File: config.mk
export PLATFORM = sky130hd
export DESIGN_NAME = fifo_ctrl_flat
export DESIGN_NICKNAME = d
export VERILOG_FILES = /design/src/rtl/fifo_ctrl_if.sv /design/src/rtl/fifo_ctrl.sv /design/src/flat_wrapper.sv
export SDC_FILE = /design/constraint.sdc
export NUM_CORES = 1
export LEC_CHECK = 0
export ABC_CLOCK_PERIOD_IN_PS = 3800
export CAP_MARGIN = 20
export CORE_ASPECT_RATIO = 2
export CORE_MARGIN = 2
export CORE_UTILIZATION = 48
export DETAILED_ROUTE_END_ITERATION = 10
export PLACE_DENSITY = 0.87
export SKIP_CTS_REPAIR_TIMING = 1
export SLEW_MARGIN = 20
export SYNTH_ARGS = -nofsm -noshare
export SYNTH_HDL_FRONTEND = slang
export SYNTH_SLANG_ARGS = --single-unit
File: constraint.sdc
create_clock -name clk -period 3.8 [get_ports clk]
set_input_delay 0.76 -clock clk [delete_from_list [all_inputs] [get_ports clk]]
set_output_delay 0.76 -clock clk [all_outputs]
set_load 0.01 [all_outputs]
File: src/rtl/fifo_ctrl_if.sv
// Handshake and memory-side bundle for the FIFO controller.
// master = the controller itself, slave = producer/consumer/memory environment.
interface fifo_ctrl_if #(
    parameter int N = 8
);
    logic         in_valid;
    logic         in_ready;
    logic [N-1:0] in_data;
    logic         out_valid;
    logic         out_ready;
    logic [N-1:0] out_data;
    logic [N:0]   count;
    logic         full;
    logic         empty;
    logic         mem_we;
    logic [N-1:0] mem_addr;
    logic [N-1:0] mem_wdata;
    logic [N-1:0] mem_rdata;

    modport master (
        input  in_valid, in_data, out_ready, mem_rdata,
        output in_ready, out_valid, out_data, count, full, empty,
               mem_we, mem_addr, mem_wdata
    );

    modport slave (
        output in_valid, in_data, out_ready, mem_rdata,
        input  in_ready, out_valid, out_data, count, full, empty,
               mem_we, mem_addr, mem_wdata
    );
endinterface

File: src/rtl/fifo_ctrl.sv
// Ring-buffer FIFO controller in front of a single-port synchronous RAM.
// Writes and reads share the one RAM port; a read issue takes priority and
// stalls the producer for that cycle. The head entry is held in a registered
// output stage so the consumer sees data without RAM read latency.
module fifo_ctrl #(
    parameter int N = 8
) (
    input  logic         clk,
    input  logic         rst,
    fifo_ctrl_if.master  bus
);
    localparam logic [N:0]   DEPTH   = {1'b1, {N{1'b0}}};
    localparam logic [N:0]   CNT_ONE = {{N{1'b0}}, 1'b1};
    localparam logic [N-1:0] PTR_ONE = {{(N-1){1'b0}}, 1'b1};

    typedef enum logic [1:0] {
        IDLE     = 2'd0,
        RD_ISSUE = 2'd1,
        CAPTURE  = 2'd2
    } state_t;

    state_t       state;
    logic [N-1:0] wr_ptr;
    logic [N-1:0] rd_ptr;
    logic [N:0]   mem_cnt;
    logic         out_valid_q;
    logic [N-1:0] out_data_q;

    logic full;
    logic in_ready;
    logic push;
    logic pop;
    logic start_read;

    // Handshake decode and read-issue decision; a push accepted this cycle
    // counts as available data so the first word is read on the next cycle.
    always_comb begin
        full       = (mem_cnt == DEPTH);
        in_ready   = !full && (state != RD_ISSUE);
        push       = bus.in_valid && in_ready;
        pop        = out_valid_q && bus.out_ready;
        start_read = (state == IDLE) && (!out_valid_q || pop) &&
                     ((mem_cnt != '0) || push);
    end

    assign bus.in_ready  = in_ready;
    assign bus.full      = full;
    assign bus.count     = mem_cnt + {{N{1'b0}}, out_valid_q};
    assign bus.empty     = (mem_cnt == '0) && !out_valid_q;
    assign bus.out_valid = out_valid_q;
    assign bus.out_data  = out_data_q;
    assign bus.mem_we    = push;
    assign bus.mem_addr  = push ? wr_ptr : rd_ptr;
    assign bus.mem_wdata = bus.in_data;

    // Sequencer, pointers, occupancy and output holding register.
    always_ff @(posedge clk) begin
        if (rst) begin
            state       <= IDLE;
            wr_ptr      <= '0;
            rd_ptr      <= '0;
            mem_cnt     <= '0;
            out_valid_q <= 1'b0;
            out_data_q  <= '0;
        end else begin
            if (push) begin
                wr_ptr <= wr_ptr + PTR_ONE;
            end

            if (push) begin
                mem_cnt <= mem_cnt + CNT_ONE;
            end else if (state == RD_ISSUE) begin
                mem_cnt <= mem_cnt - CNT_ONE;
            end

            if (state == CAPTURE) begin
                out_valid_q <= 1'b1;
                out_data_q  <= bus.mem_rdata;
            end else if (pop) begin
                out_valid_q <= 1'b0;
            end

            case (state)
                IDLE: begin
                    if (start_read) begin
                        state <= RD_ISSUE;
                    end
                end
                RD_ISSUE: begin
                    rd_ptr <= rd_ptr + PTR_ONE;
                    state  <= CAPTURE;
                end
                CAPTURE: begin
                    state <= IDLE;
                end
                default: begin
                    state <= IDLE;
                end
            endcase
        end
    end
endmodule

File: src/flat_wrapper.sv
// flat-port wrapper written by rule: the top's interface ports become plain ports
module fifo_ctrl_flat 
#(
    parameter int N = 8
)
  (clk, rst, bus_in_valid, bus_in_data, bus_out_ready, bus_mem_rdata, bus_in_ready, bus_out_valid, bus_out_data, bus_count, bus_full, bus_empty, bus_mem_we, bus_mem_addr, bus_mem_wdata);
  fifo_ctrl_if #(.N(N)) bus_i ();
  input  logic clk;
  input  logic rst;
  input wire logic [$bits(bus_i.in_valid)-1:0] bus_in_valid;
  input wire logic [$bits(bus_i.in_data)-1:0] bus_in_data;
  input wire logic [$bits(bus_i.out_ready)-1:0] bus_out_ready;
  input wire logic [$bits(bus_i.mem_rdata)-1:0] bus_mem_rdata;
  output wire logic [$bits(bus_i.in_ready)-1:0] bus_in_ready;
  output wire logic [$bits(bus_i.out_valid)-1:0] bus_out_valid;
  output wire logic [$bits(bus_i.out_data)-1:0] bus_out_data;
  output wire logic [$bits(bus_i.count)-1:0] bus_count;
  output wire logic [$bits(bus_i.full)-1:0] bus_full;
  output wire logic [$bits(bus_i.empty)-1:0] bus_empty;
  output wire logic [$bits(bus_i.mem_we)-1:0] bus_mem_we;
  output wire logic [$bits(bus_i.mem_addr)-1:0] bus_mem_addr;
  output wire logic [$bits(bus_i.mem_wdata)-1:0] bus_mem_wdata;
  assign bus_i.in_valid = bus_in_valid;
  assign bus_i.in_data = bus_in_data;
  assign bus_i.out_ready = bus_out_ready;
  assign bus_i.mem_rdata = bus_mem_rdata;
  assign bus_in_ready = bus_i.in_ready;
  assign bus_out_valid = bus_i.out_valid;
  assign bus_out_data = bus_i.out_data;
  assign bus_count = bus_i.count;
  assign bus_full = bus_i.full;
  assign bus_empty = bus_i.empty;
  assign bus_mem_we = bus_i.mem_we;
  assign bus_mem_addr = bus_i.mem_addr;
  assign bus_mem_wdata = bus_i.mem_wdata;
  fifo_ctrl #(.N(N)) u_core (.clk(clk), .rst(rst), .bus(bus_i));
endmodule
==> flow_summary.ini <==
[status]
status = finished clean

[worst_hold_path]
hold_path_depth = 2
min_from = u_core.bus.out_data[7]
worst_hold_path_type = flop to flop
timing.hold.worst_endpoint = u_core.bus.out_data[7]

[setup_path]
reg2reg_setup_slack_ns = 0.88
cp_top_family = buffers and inverters
r2r_end = u_core.mem_cnt[8]
setup.worst_path.start_class = primary input
cpMaxStageDelayCell = sky130_fd_sc_hd__clkdlybuf4s50_1
critical_path.cell_chain = clkdlybuf4s50_1, inv_1, a311oi_4, buf_4, mux2_2, clkdlybuf4s50_1
worstReg2RegStart = u_core.mem_cnt[1]
crit_path_max_incr_delay_ns = 0.52
arrival_time_at_the_worst_endpoint_ns = 2.82
cpMostUsedCell = sky130_fd_sc_hd__clkdlybuf4s50_1
critical_path.endpoint_type = primary output
crit_type = primary input to primary output
critical_path_peak_fanout = 18
worst-r2r-cell-count = 9
crit_buf_inv = 4
timing.critical_path.required_ns = 3.04

[floorplan]
core.rowCount = 33
fp.dieH_um = 96.89
core_sq_mm = 0.004129
dieArea_sq_mm = 0.004887
floorplan.initialDensity_pct = 50.15
die_x_um = 50.45
design.portCount = 58

[clocking]
ctsRootBufferMaster = sky130_fd_sc_hd__clkbuf_8
ctsHtreeMaxLevel = 2
num_cts_buffers = 5
clock_path_buffers = 2
cts.clk_slew.worst_paths_ns = 0.07
cts_tree = yes
clock_sink_count = 36
insertion_delay_of_the_later_clocked_pin_in_the_worst_skew_pair_ns = 0.29

[synthesis]
ys.warnings.count = 0
synth.area.top_cells = sky130_fd_sc_hd__dfxtp_1 (35%), sky130_fd_sc_hd__nand2_1 (8.7%), sky130_fd_sc_hd__ha_1 (6.6%)
synth.lib_cells_used.distinct = 39
ys_seq_area_share_pct = 34.80
synthesis.nets = 278
postSynthCellCount = 246
syn_area_sq_mm = 0.002071
top_area_cell_type_share_of_the_netlist_area_pct = 34.80
synth-seq-cells = 36
synth_top_cell_by_area = sky130_fd_sc_hd__dfxtp_1
post_synth.cell_area_avg_sq_um = 8.418

[layout]
mostFrequentLayoutCell = sky130_fd_sc_hd__nand2_1
post_route_cells_drive_above_1_share_pct = 6.406
post_layout_nonfiller_instances = 333
diodes = 0
layout_common_cells = sky130_fd_sc_hd__nand2_1 (48), sky130_fd_sc_hd__clkdlybuf4s50_1 (41), sky130_fd_sc_hd__dfxtp_1 (36)
final_net_count = 313
syn_to_final_growth_pct = 23.32
final_util_pct = 61.85

[timing]
timing.final.max_slew_violations = 0
hold_viol = 0
finalClockSkew_ns = 0.005032
tns_ns = 0
rsz0062_at_grt = false
final_period_minus_worst_setup_slack_ns = 3.584
final.period_utilization_pct = 94.32
maxClockFrequency_ghz = 0.2790
transition_time_at_the_pin_with_the_least_slew_margin_ns = 0.5143
setup_viol = 0
slew-limit-headroom_pct = 65.64

[detailed_routing]
drtPass1Iterations = 4
route.detailed.vias_per_inst = 5.285
route.final.wire_length_um = 4496
detail_route.wl_per_cell_um = 13.50
num_vias = 1760
drt-initial-drc-count = 16
drt.antenna.violating_nets = 0
drc_errors = 0

[global_route]
wire_length_of_the_first_global_routing_pass_um = 7631
antenna_found_initial = 0
overflow = 0
grt_start_max_net_pins = 30
vias_in_the_first_global_route = 1750
grt_usage_pct = 19.81

[power]
switching_part_of_the_total_pct = 40.25
ir_worst_vdd_mv = 0.4128
seq_power_share_pct = 34.1
combinationalPowerShare_pct = 50.7
power.density_mw_per_mm2 = 651.3
cellInternalPower_w = 0.0009937
p_clk_share_pct = 15.2
leakage_nw = 1.025
p_sw_w = 0.0006694

[place]
placedCellCount = 326
routabilityCongestion = 0.9286
post-dp-hpwl_um = 3484
port_buffers = 41

[job]
maxCapViolCount = 0
synthesized netlist by cell type:
| master | n |
|---|---|
| sky130_fd_sc_hd__and2_1 | 1 |
| sky130_fd_sc_hd__xor2_1 | 14 |
| sky130_fd_sc_hd__or3_1 | 2 |
| sky130_fd_sc_hd__nor3_1 | 2 |
| sky130_fd_sc_hd__buf_1 | 1 |
| sky130_fd_sc_hd__ha_1 | 11 |
| sky130_fd_sc_hd__mux2_1 | 1 |
| sky130_fd_sc_hd__inv_1 | 4 |
| sky130_fd_sc_hd__and3_2 | 1 |
| sky130_fd_sc_hd__dfxtp_1 | 36 |
| sky130_fd_sc_hd__fa_1 | 1 |
| sky130_fd_sc_hd__nand4_1 | 12 |
| sky130_fd_sc_hd__xnor2_1 | 10 |
| sky130_fd_sc_hd__a21oi_1 | 20 |
| sky130_fd_sc_hd__nor2_1 | 24 |
| sky130_fd_sc_hd__o21ai_0 | 4 |
| sky130_fd_sc_hd__mux2i_1 | 7 |
| sky130_fd_sc_hd__a311oi_4 | 1 |
| sky130_fd_sc_hd__clkbuf_1 | 5 |
| sky130_fd_sc_hd__o41ai_1 | 1 |
| sky130_fd_sc_hd__nand3b_1 | 2 |
| sky130_fd_sc_hd__a21o_1 | 3 |
| sky130_fd_sc_hd__a211oi_1 | 2 |
| sky130_fd_sc_hd__a31oi_1 | 1 |
| sky130_fd_sc_hd__o21bai_1 | 1 |
| sky130_fd_sc_hd__mux2_2 | 1 |
| sky130_fd_sc_hd__buf_4 | 9 |
| sky130_fd_sc_hd__nor2b_1 | 3 |
| sky130_fd_sc_hd__nand3_1 | 1 |
| sky130_fd_sc_hd__and3_1 | 4 |
| sky130_fd_sc_hd__nor4_4 | 2 |
| sky130_fd_sc_hd__nand3_4 | 1 |
| sky130_fd_sc_hd__inv_2 | 1 |
| sky130_fd_sc_hd__nand2b_1 | 2 |
| sky130_fd_sc_hd__buf_2 | 2 |
| sky130_fd_sc_hd__a21oi_4 | 1 |
| sky130_fd_sc_hd__o21a_1 | 2 |
| sky130_fd_sc_hd__o211ai_1 | 2 |
| sky130_fd_sc_hd__nand2_1 | 48 |
state kept, by name (all words and copies together) (netlist names):
register              count
u_core.mem_cnt            9
u_core.bus.out_data       8
u_core.rd_ptr             8
u_core.wr_ptr             8
u_core.state              2
u_core.bus.out_valid      1
metrics by stage:
| stage | worst slack, ns | total power [W] | hold WS, ns | instance area (sq um) |
|---|---|---|---|---|
| 6_report | 0.2160 | 0.001663 | 0.4535 | 2554 |
| 5_1_grt | 0.1586 | 0.001778 | 0.4711 | 2554 |
| 4_1_cts | 0.2043 | 0.001669 | 0.4553 | 2554 |
| 3_5_place_dp | 0.2076 | 0.001412 | 0.4455 | 2476 |
| 3_3_place_gp | 0.2409 | 0.001389 | 0.4410 | 2476 |
| 2_1_floorplan | 0.6565 | 0.001136 | 0.4557 | 2071 |
kinds of logic (layout without fill, tap and decap cells):
group,count (synthesis),after routing,share of synthesized area (%)
AND/OR/NAND/NOR,105,105,25.01
adder cells (fa/ha/maj),12,12,7.613
XOR/XNOR,24,24,10.15
AO/OA/AOI/OAI,38,38,12.21
multiplexers,9,9,4.471
flip-flops,36,36,34.80
buffers and inverters,22,57,5.740
worst max-delay path by stage:
stage	slack, ns	endpoint	from	depth (start not counted)
2_1_floorplan	0.66	u_core.mem_cnt[8]	bus_in_valid	9
3_3_place_gp	0.24	bus_mem_addr[7]	bus_in_valid	6
3_5_place_dp	0.21	bus_mem_addr[7]	bus_in_valid	6
4_1_cts	0.20	bus_mem_addr[7]	bus_in_valid	6
5_1_grt	0.16	bus_mem_addr[7]	bus_in_valid	6
6_report	0.22	bus_mem_addr[7]	bus_in_valid	6
worst reg2reg max path, delay by kind of cell, from the launching register on:
kind                     cells  cell delay [ns]
flip-flops                   1             0.56
multiplexers                 2             0.57
AO/OA/AOI/OAI                4             0.97
buffers and inverters        1             0.11
adder cells (fa/ha/maj)      1             0.48
AND/OR/NAND/NOR              1             0.13
power groups by stage:
stage	sequential, W	clock [W]	combinational [W]
global route	0.000577	0.000271	0.000930
floorplan	0.000538	0	0.000599
detailed placement	0.000576	0	0.000836
finish	0.000568	0.000252	0.000843
global placement	0.000573	0	0.000816
CTS	0.000566	0.000258	0.000845
final cells by class:
cell class                 instances  area (sq um)
clock inverter                     1         5.005
multi-input combinational        188          1231
inverter                           5         18.77
sequential                        36         720.7
fill                             359          1575
timing repair buffer              45         440.4
tap                               52         65.06
clock buffer                       6         72.57
routing by layer:
layer	vias to the layer above	wire (um)	GRT usage, %
met1	789	1709	19.12
met2	49	2350	34.62
met5	-	0	0
met4	0	200	13.72
met3	16	234	5.401
li1	906	-	-
No activity file was read; power rests on OpenSTA's default activity.
